--- config.mk ---
export PLATFORM = sky130hd
export DESIGN_NAME = bus16_dpram32_bridge
export DESIGN_NICKNAME = d
export VERILOG_FILES = /design/src/rtl/bus16_dpram32_bridge_pkg.sv /design/src/rtl/bus16_dpram32_bridge_linebuf.sv /design/src/rtl/bus16_dpram32_bridge.sv
export SDC_FILE = /design/constraint.sdc
export NUM_CORES = 1
export LEC_CHECK = 0
export BUFFER_PORTS_ARGS = -buffer_cell sky130_fd_sc_hd__buf_4
export CAP_MARGIN = 20
export CORE_MARGIN = 1.5
export CORE_UTILIZATION = 43
export DETAILED_ROUTE_END_ITERATION = 16
export PLACE_DENSITY_LB_ADDON = 0.2
export SKIP_CTS_REPAIR_TIMING = 1
export SYNTH_ARGS = -nofsm -noshare
export SYNTH_HDL_FRONTEND = slang
export SYNTH_HIERARCHICAL = 1
export SYNTH_SLANG_ARGS = --single-unit
--- constraint.sdc ---
create_clock -name clk -period 2.2 [get_ports clk]
set_clock_uncertainty 0.2 [all_clocks]
set_input_delay 0.11 -clock clk [delete_from_list [all_inputs] [get_ports clk]]
set_output_delay 0.11 -clock clk [all_outputs]
set_load 0.02 [all_outputs]
--- src/rtl/bus16_dpram32_bridge_pkg.sv ---
// Shared types and helpers for the 16-bit bus to 32-bit dual-port RAM bridge.
// The optional line buffer is controlled by BUS16_DPRAM32_LINEBUF_EN.
package bus16_dpram32_bridge_pkg;

  localparam int RAM_AW = 10;
  localparam int RAM_DW = 32;
  localparam int BUS_DW = 16;

  typedef enum logic [1:0] {
    IDLE    = 2'd0,
    WR      = 2'd1,
    RD_ADDR = 2'd2,
    RD_DATA = 2'd3
  } bridge_state_t;

  // lane 0 is RAM bits 15:0, lane 1 is RAM bits 31:16
  function automatic logic [3:0] lane_be(input logic lane, input logic uds, input logic lds);
    return lane ? {uds, lds, 2'b00} : {2'b00, uds, lds};
  endfunction

  function automatic logic [BUS_DW-1:0] lane_half(input logic [RAM_DW-1:0] word, input logic lane);
    return lane ? word[31:16] : word[15:0];
  endfunction

endpackage

--- src/rtl/bus16_dpram32_bridge_linebuf.sv ---
// One-entry read line buffer (tag, data, valid) with byte merge on local writes.
// Compiled only when BUS16_DPRAM32_LINEBUF_EN is defined.
`ifdef BUS16_DPRAM32_LINEBUF_EN
module bridge_linebuf
  import bus16_dpram32_bridge_pkg::*;
(
  input  logic              clk,
  input  logic              resetn,
  input  logic [RAM_AW-1:0] lookup_addr,
  output logic              hit,
  output logic [RAM_DW-1:0] data,
  input  logic              fill,
  input  logic [RAM_AW-1:0] fill_addr,
  input  logic [RAM_DW-1:0] fill_data,
  input  logic              wr,
  input  logic [RAM_AW-1:0] wr_addr,
  input  logic [RAM_DW-1:0] wr_data,
  input  logic [3:0]        wr_be
);

  logic              valid;
  logic [RAM_AW-1:0] tag;
  logic [RAM_DW-1:0] line;

  always_ff @(posedge clk or negedge resetn) begin
    if (!resetn) begin
      valid <= 1'b0;
      tag   <= '0;
      line  <= '0;
    end else if (fill) begin
      valid <= 1'b1;
      tag   <= fill_addr;
      line  <= fill_data;
    end else if (wr && valid && (wr_addr == tag)) begin
      for (int b = 0; b < 4; b++) begin
        if (wr_be[b]) line[8*b +: 8] <= wr_data[8*b +: 8];
      end
    end
  end

  assign hit  = valid && (lookup_addr == tag);
  assign data = line;

endmodule
`endif

--- src/rtl/bus16_dpram32_bridge.sv ---
// Adapts 16-bit word/byte accesses with upper/lower strobes onto one port of a
// 1024x32 byte-enabled RAM. Optional read line buffer: BUS16_DPRAM32_LINEBUF_EN.
module bus16_dpram32_bridge
  import bus16_dpram32_bridge_pkg::*;
(
  input  logic              clk,
  input  logic              resetn,
  input  logic              req,
  input  logic              we,
  input  logic [10:0]       addr,
  input  logic              uds,
  input  logic              lds,
  input  logic [BUS_DW-1:0] wdata,
  output logic [BUS_DW-1:0] rdata,
  output logic              ack,
  output logic [RAM_AW-1:0] ram_addr,
  output logic [RAM_DW-1:0] ram_din,
  output logic              ram_we,
  output logic [3:0]        ram_be,
  input  logic [RAM_DW-1:0] ram_dout
);

  bridge_state_t     state, state_nx;
  logic              ack_nx, ram_we_nx, lane_q, lane_nx, hit_q, hit_nx;
  logic [RAM_AW-1:0] ram_addr_nx;
  logic [RAM_DW-1:0] ram_din_nx;
  logic [3:0]        ram_be_nx;
  logic [BUS_DW-1:0] rdata_hold, rdata_hold_nx;
  logic              buf_hit;
  logic [RAM_DW-1:0] buf_data;

`ifdef BUS16_DPRAM32_LINEBUF_EN
  bridge_linebuf u_linebuf (
    .clk         (clk),
    .resetn      (resetn),
    .lookup_addr (addr[10:1]),
    .hit         (buf_hit),
    .data        (buf_data),
    .fill        ((state == RD_DATA) && !hit_q),
    .fill_addr   (ram_addr),
    .fill_data   (ram_dout),
    .wr          ((state == WR) && ram_we),
    .wr_addr     (ram_addr),
    .wr_data     (ram_din),
    .wr_be       (ram_be)
  );
`else
  assign buf_hit  = 1'b0;
  assign buf_data = '0;
`endif

  always_comb begin
    state_nx      = state;
    ack_nx        = 1'b0;
    ram_we_nx     = 1'b0;
    ram_addr_nx   = ram_addr;
    ram_din_nx    = ram_din;
    ram_be_nx     = ram_be;
    lane_nx       = lane_q;
    hit_nx        = 1'b0;
    rdata_hold_nx = rdata_hold;
    case (state)
      IDLE: begin
        if (req) begin
          ram_addr_nx = addr[10:1];
          ram_din_nx  = {wdata, wdata};
          ram_be_nx   = lane_be(addr[0], uds, lds);
          lane_nx     = addr[0];
          if (we) begin
            state_nx  = WR;
            ram_we_nx = uds | lds;
            ack_nx    = 1'b1;
          end else if (buf_hit) begin
            // served from the buffer: RD_DATA becomes the ack cycle, no RAM read
            state_nx      = RD_DATA;
            ack_nx        = 1'b1;
            hit_nx        = 1'b1;
            rdata_hold_nx = lane_half(buf_data, addr[0]);
          end else begin
            state_nx = RD_ADDR;
          end
        end
      end
      WR:      state_nx = IDLE;
      RD_ADDR: begin
        state_nx = RD_DATA;
        ack_nx   = 1'b1;
      end
      RD_DATA: begin
        state_nx = IDLE;
        if (!hit_q) rdata_hold_nx = lane_half(ram_dout, lane_q);
      end
      default: state_nx = IDLE;
    endcase
  end

  always_ff @(posedge clk or negedge resetn) begin
    if (!resetn) begin
      state      <= IDLE;
      ack        <= 1'b0;
      ram_we     <= 1'b0;
      ram_addr   <= '0;
      ram_din    <= '0;
      ram_be     <= '0;
      lane_q     <= 1'b0;
      hit_q      <= 1'b0;
      rdata_hold <= '0;
    end else begin
      state      <= state_nx;
      ack        <= ack_nx;
      ram_we     <= ram_we_nx;
      ram_addr   <= ram_addr_nx;
      ram_din    <= ram_din_nx;
      ram_be     <= ram_be_nx;
      lane_q     <= lane_nx;
      hit_q      <= hit_nx;
      rdata_hold <= rdata_hold_nx;
    end
  end

  // The RAM output register already holds the word during RD_DATA; forward it
  // so the read acks in cycle 2, then keep the captured half until the next read.
  assign rdata = ((state == RD_DATA) && !hit_q) ? lane_half(ram_dout, lane_q) : rdata_hold;

endmodule

Word level (Yosys, flattened, before mapping). Cells that the tools add are included.

Input port bits: 65. Bits in registers: 67. Word-level logic and storage cells: 28.

Equal/unequal tests: 4. Reductions and logical operators: 3. Multiplexer cells: 12. Bitwise operators: 1.

Operator list (number): $mux 16 (2); $pmux 2 s3 (1); $mux 1 (5); $eq 2x2->1 const B (2); $mux 2 (2); $mux 4 (1); $eq 2x1->1 const B (1); $logic_not 2->1 (1); $ne 2x2->1 const B (1); $pmux 1 s2 (1); $reduce_and 2->1 (1); $reduce_or 2->1 (1); $or 1x1->1 (1).

Depth between registers and ports, before layout.
Depth in word-level cells: 4. Gate-level depth with buffers: 4.

Least setup slack after synthesis. No wires, ideal clock.

Kind: reg-to-reg. From: reg state[0]. To: reg rdata_hold[10]. Arrival time: 1.266 ns. Setup time: 0.168 ns. Cell stages (with the launch flop): 5. Period minus slack after synthesis: 1.633 ns. Path buffers: 2. Path slack: 0.567 ns. Cells stage by stage: dfrtp_1 and2_1 clkbuf_1 buf_2 a21oi_1.

Word-level cells in the longest chain between the ends: 1.

RTL lines: start: declaration (RTL line bus16_dpram32_bridge.sv:23) `bridge_state_t state, state_nx;`; start signal: assignment (RTL line bus16_dpram32_bridge.sv:109) `state <= state_nx;`; $eq 2x2->1 (RTL line bus16_dpram32_bridge.sv:62) `case (state)`; end signal: assignment (RTL line bus16_dpram32_bridge.sv:117) `rdata_hold <= rdata_hold_nx;`; end: declaration (RTL line bus16_dpram32_bridge.sv:28) `logic [BUS_DW-1:0] rdata_hold, rdata_hold_nx;`.

No other way between the ends. A chain may end at the register's enable or synchronous reset.

Worst setup path after layout.
From: reg state[0]. To: reg rdata_hold[3].

Same word-level chain as after synthesis.

==> impl_metrics.ini <==
[synthesis]
synth_area_leaders = dfrtp_1, mux2_2, mux2i_1
syn_area_per_cell_sq_um = 12.9
syn_inst = 173
netlist.area_leader.share_pct = 57.1
synth-seq-area-share_pct = 57.1
syn_area_sq_um = 2230
synth_cell_type_count = 18
synth_top_cell_by_area = dfrtp_1
syn-num-nets = 238
ys.warnings.count = 6
ys_seq_elements = 51

[finish]
drive_gt1_share_pct = 48.5
nNetsFinal = 408
fin_util_pct = 74.9
instances_no_fill = 414
fillers = 331
num_antenna_cells = 0
area_growth_pct = 69.1

[critical_path]
path_buf_inv = 1
cp.arrival_ps = 2140
cp-end-kind = flip-flop
worst_path_max_delay_cell = dfrtp_1
cp_cell_sequence = and2_2 -> a21oi_1 -> dlygate4sd3_1
criticalPathCategory = reg2reg
cp-start-kind = flip-flop
cp_top_family = flip-flops
crit_required_ps = 2180
slowest_delay_ps = 640
cp_max_fo = 16

[cts]
clock_latency_ps = 300
cts.htree.levels = 2
clk_root_buffer_cell = clkbuf_8
cts_buffers = 5
clockBufferDepth = 2
cts_tree = done
clock-sinks = 51
cts.clk_slew.worst_paths_ps = 90

[timing]
fin_crit_sh_pct = 97.8
fin_ws_ps = 47.9
fin_crit_ps = 2150
fin_setup_tns_ps = 0
holdWs_ps = -17.3
setup_viol = 0
slew_violations = 0
worst_pin_slew_ps = 649
slew_headroom_pct = 56.7
finalHoldViolations = 3
fmax_mhz = 465

[global_routing]
grt_usage_pct = 17.3
antenna_found_initial = 0
grt_pass1_wl_microns = 7310
grt-ovfl-total = 0
grt_start_max_net_pins = 52
grt_pass1_vias = 1646

[die]
die_h_microns = 75.1
dieArea_sq_um = 5640
die_w_microns = 75.1
start_util_pct = 44.3
ios = 129
row_count = 26
core_sq_um = 5040

[job]
drv_cap = 0

[route]
drc_errors = 0
totalWireLength_microns = 6010
viasPerCell = 4.67
first_pass_iters = 4
postRouteAntennaNets = 0
drt-initial-drc-count = 72
vias = 1934
wl_per_cell_microns = 14.5

[power]
p_per_area_nw_per_um2 = 1430
ir_worst_vdd_v = 0.000876
p_leak_uw = 0.00180

[status]
violations = negative hold slack
outcome = complete, but fails checks

[placement]
hpwl_microns = 3690
gp_congestion = 0.705
dpl.cell_count = 348
preCtsSetupSlack_ps = 298
port_buffers = 128

[min_path]
worstHoldPathType = in2reg
final timing paths:
path | from | end | slack (ps) | depth (start not counted)
worst max-delay path | state[0] | rdata_hold[3] | 50 | 3
worst min-delay path | ram_dout[29] | rdata_hold[13] | -20 | 3
worst max register to register | state[0] | rdata_hold[3] | 50 | 3
worst min register to register | ram_addr[2] | ram_addr[2] | 300 | 1
max in group asynchronous | resetn | lane_q | 1160 | 2
min in group asynchronous | resetn | rdata_hold[8] | 180 | 2
sequential cells by signal, summed over array words and instances (netlist names):
register    cells
ram_din        16
rdata_hold     16
ram_addr       10
ram_be          4
state           2
ack             1
lane_q          1
ram_we          1
cell usage after synthesis:
cell type,number
a21oi_1,35
and2_1,1
buf_2,3
buf_4,16
buf_6,4
clkbuf_1,3
clkbuf_4,1
dfrtp_1,51
inv_1,3
mux2_1,3
mux2_2,26
mux2i_1,18
nand2_1,3
nand2b_1,1
nor2_1,1
nor2b_1,2
nor3b_4,1
nor4_1,1
placed cells by master, fill, tap and decap left out:
master         instances
mux2_2                26
buf_4                132
nor3b_4                1
dlygate4sd3_1         58
clkbuf_8               5
and2_2                 1
inv_1                  3
clkbuf_1               2
nor4_1                 1
nand2b_1               1
nor2b_1                2
clkinv_2               1
nand2_1                3
nor2_1                 1
dfrtp_2                1
mux2_1                 3
a21oi_1               35
dfrtp_1               50
mux2i_1               18
worst register-to-register path: cells and delay by family (launching register included):
| kind | cells | cell delay (ps) |
|---|---|---|
| and+or+nand+nor | 1 | 440 |
| buffers and inverters | 1 | 590 |
| DFF | 1 | 640 |
| AOI/OAI and AO/OA | 1 | 160 |
through the flow:
stage,total power (uW),area (sq um)
2_1_floorplan,3570,2230
3_3_place_gp,4550,3110
3_5_place_dp,4610,3110
4_1_cts,5120,3190
5_1_grt,5700,3780
6_report,5380,3780
final cells by class:
type                            count  area, sq um  area share [%]
Clock buffer                        7         76.3            2.02
Clock inverter                      1         5.00           0.132
Inverter                            3         11.3           0.298
Multi-Input combinational cell     92          748            19.8
Sequential cell                    51         1280            33.8
Tap cell                           70         87.6            2.32
Timing Repair Buffer              190         1570            41.6
power by group:
part	internal [uW]	leakage [uW]	total (uW)	switching (uW)
combinational	1540	0.00117	3110	1570
clock	224	0.0000422	518	294
sequential	1390	0.000592	1750	359
total	3160	0.00180	5380	2230
routing by layer:
metal	vias up	part of all wire, %	track usage (%)
li1	919	-	-
met3	2	5.8	6.02
met5	-	0	0
met1	935	39	20.8
met2	78	55	29.5
met4	0	0.32	4.44
cell families (layout without fill, tap and decap cells):
kind of cell	count (synthesis)	in the layout	share of synthesized area, %
flip-flops	51	51	57.1
multiplexers	47	47	22.7
AO/OA/AOI/OAI	35	35	7.84
buffers and inverters	30	201	9.41
AND/OR/NAND/NOR	10	10	2.91
Power figures use the tool's default switching activity.
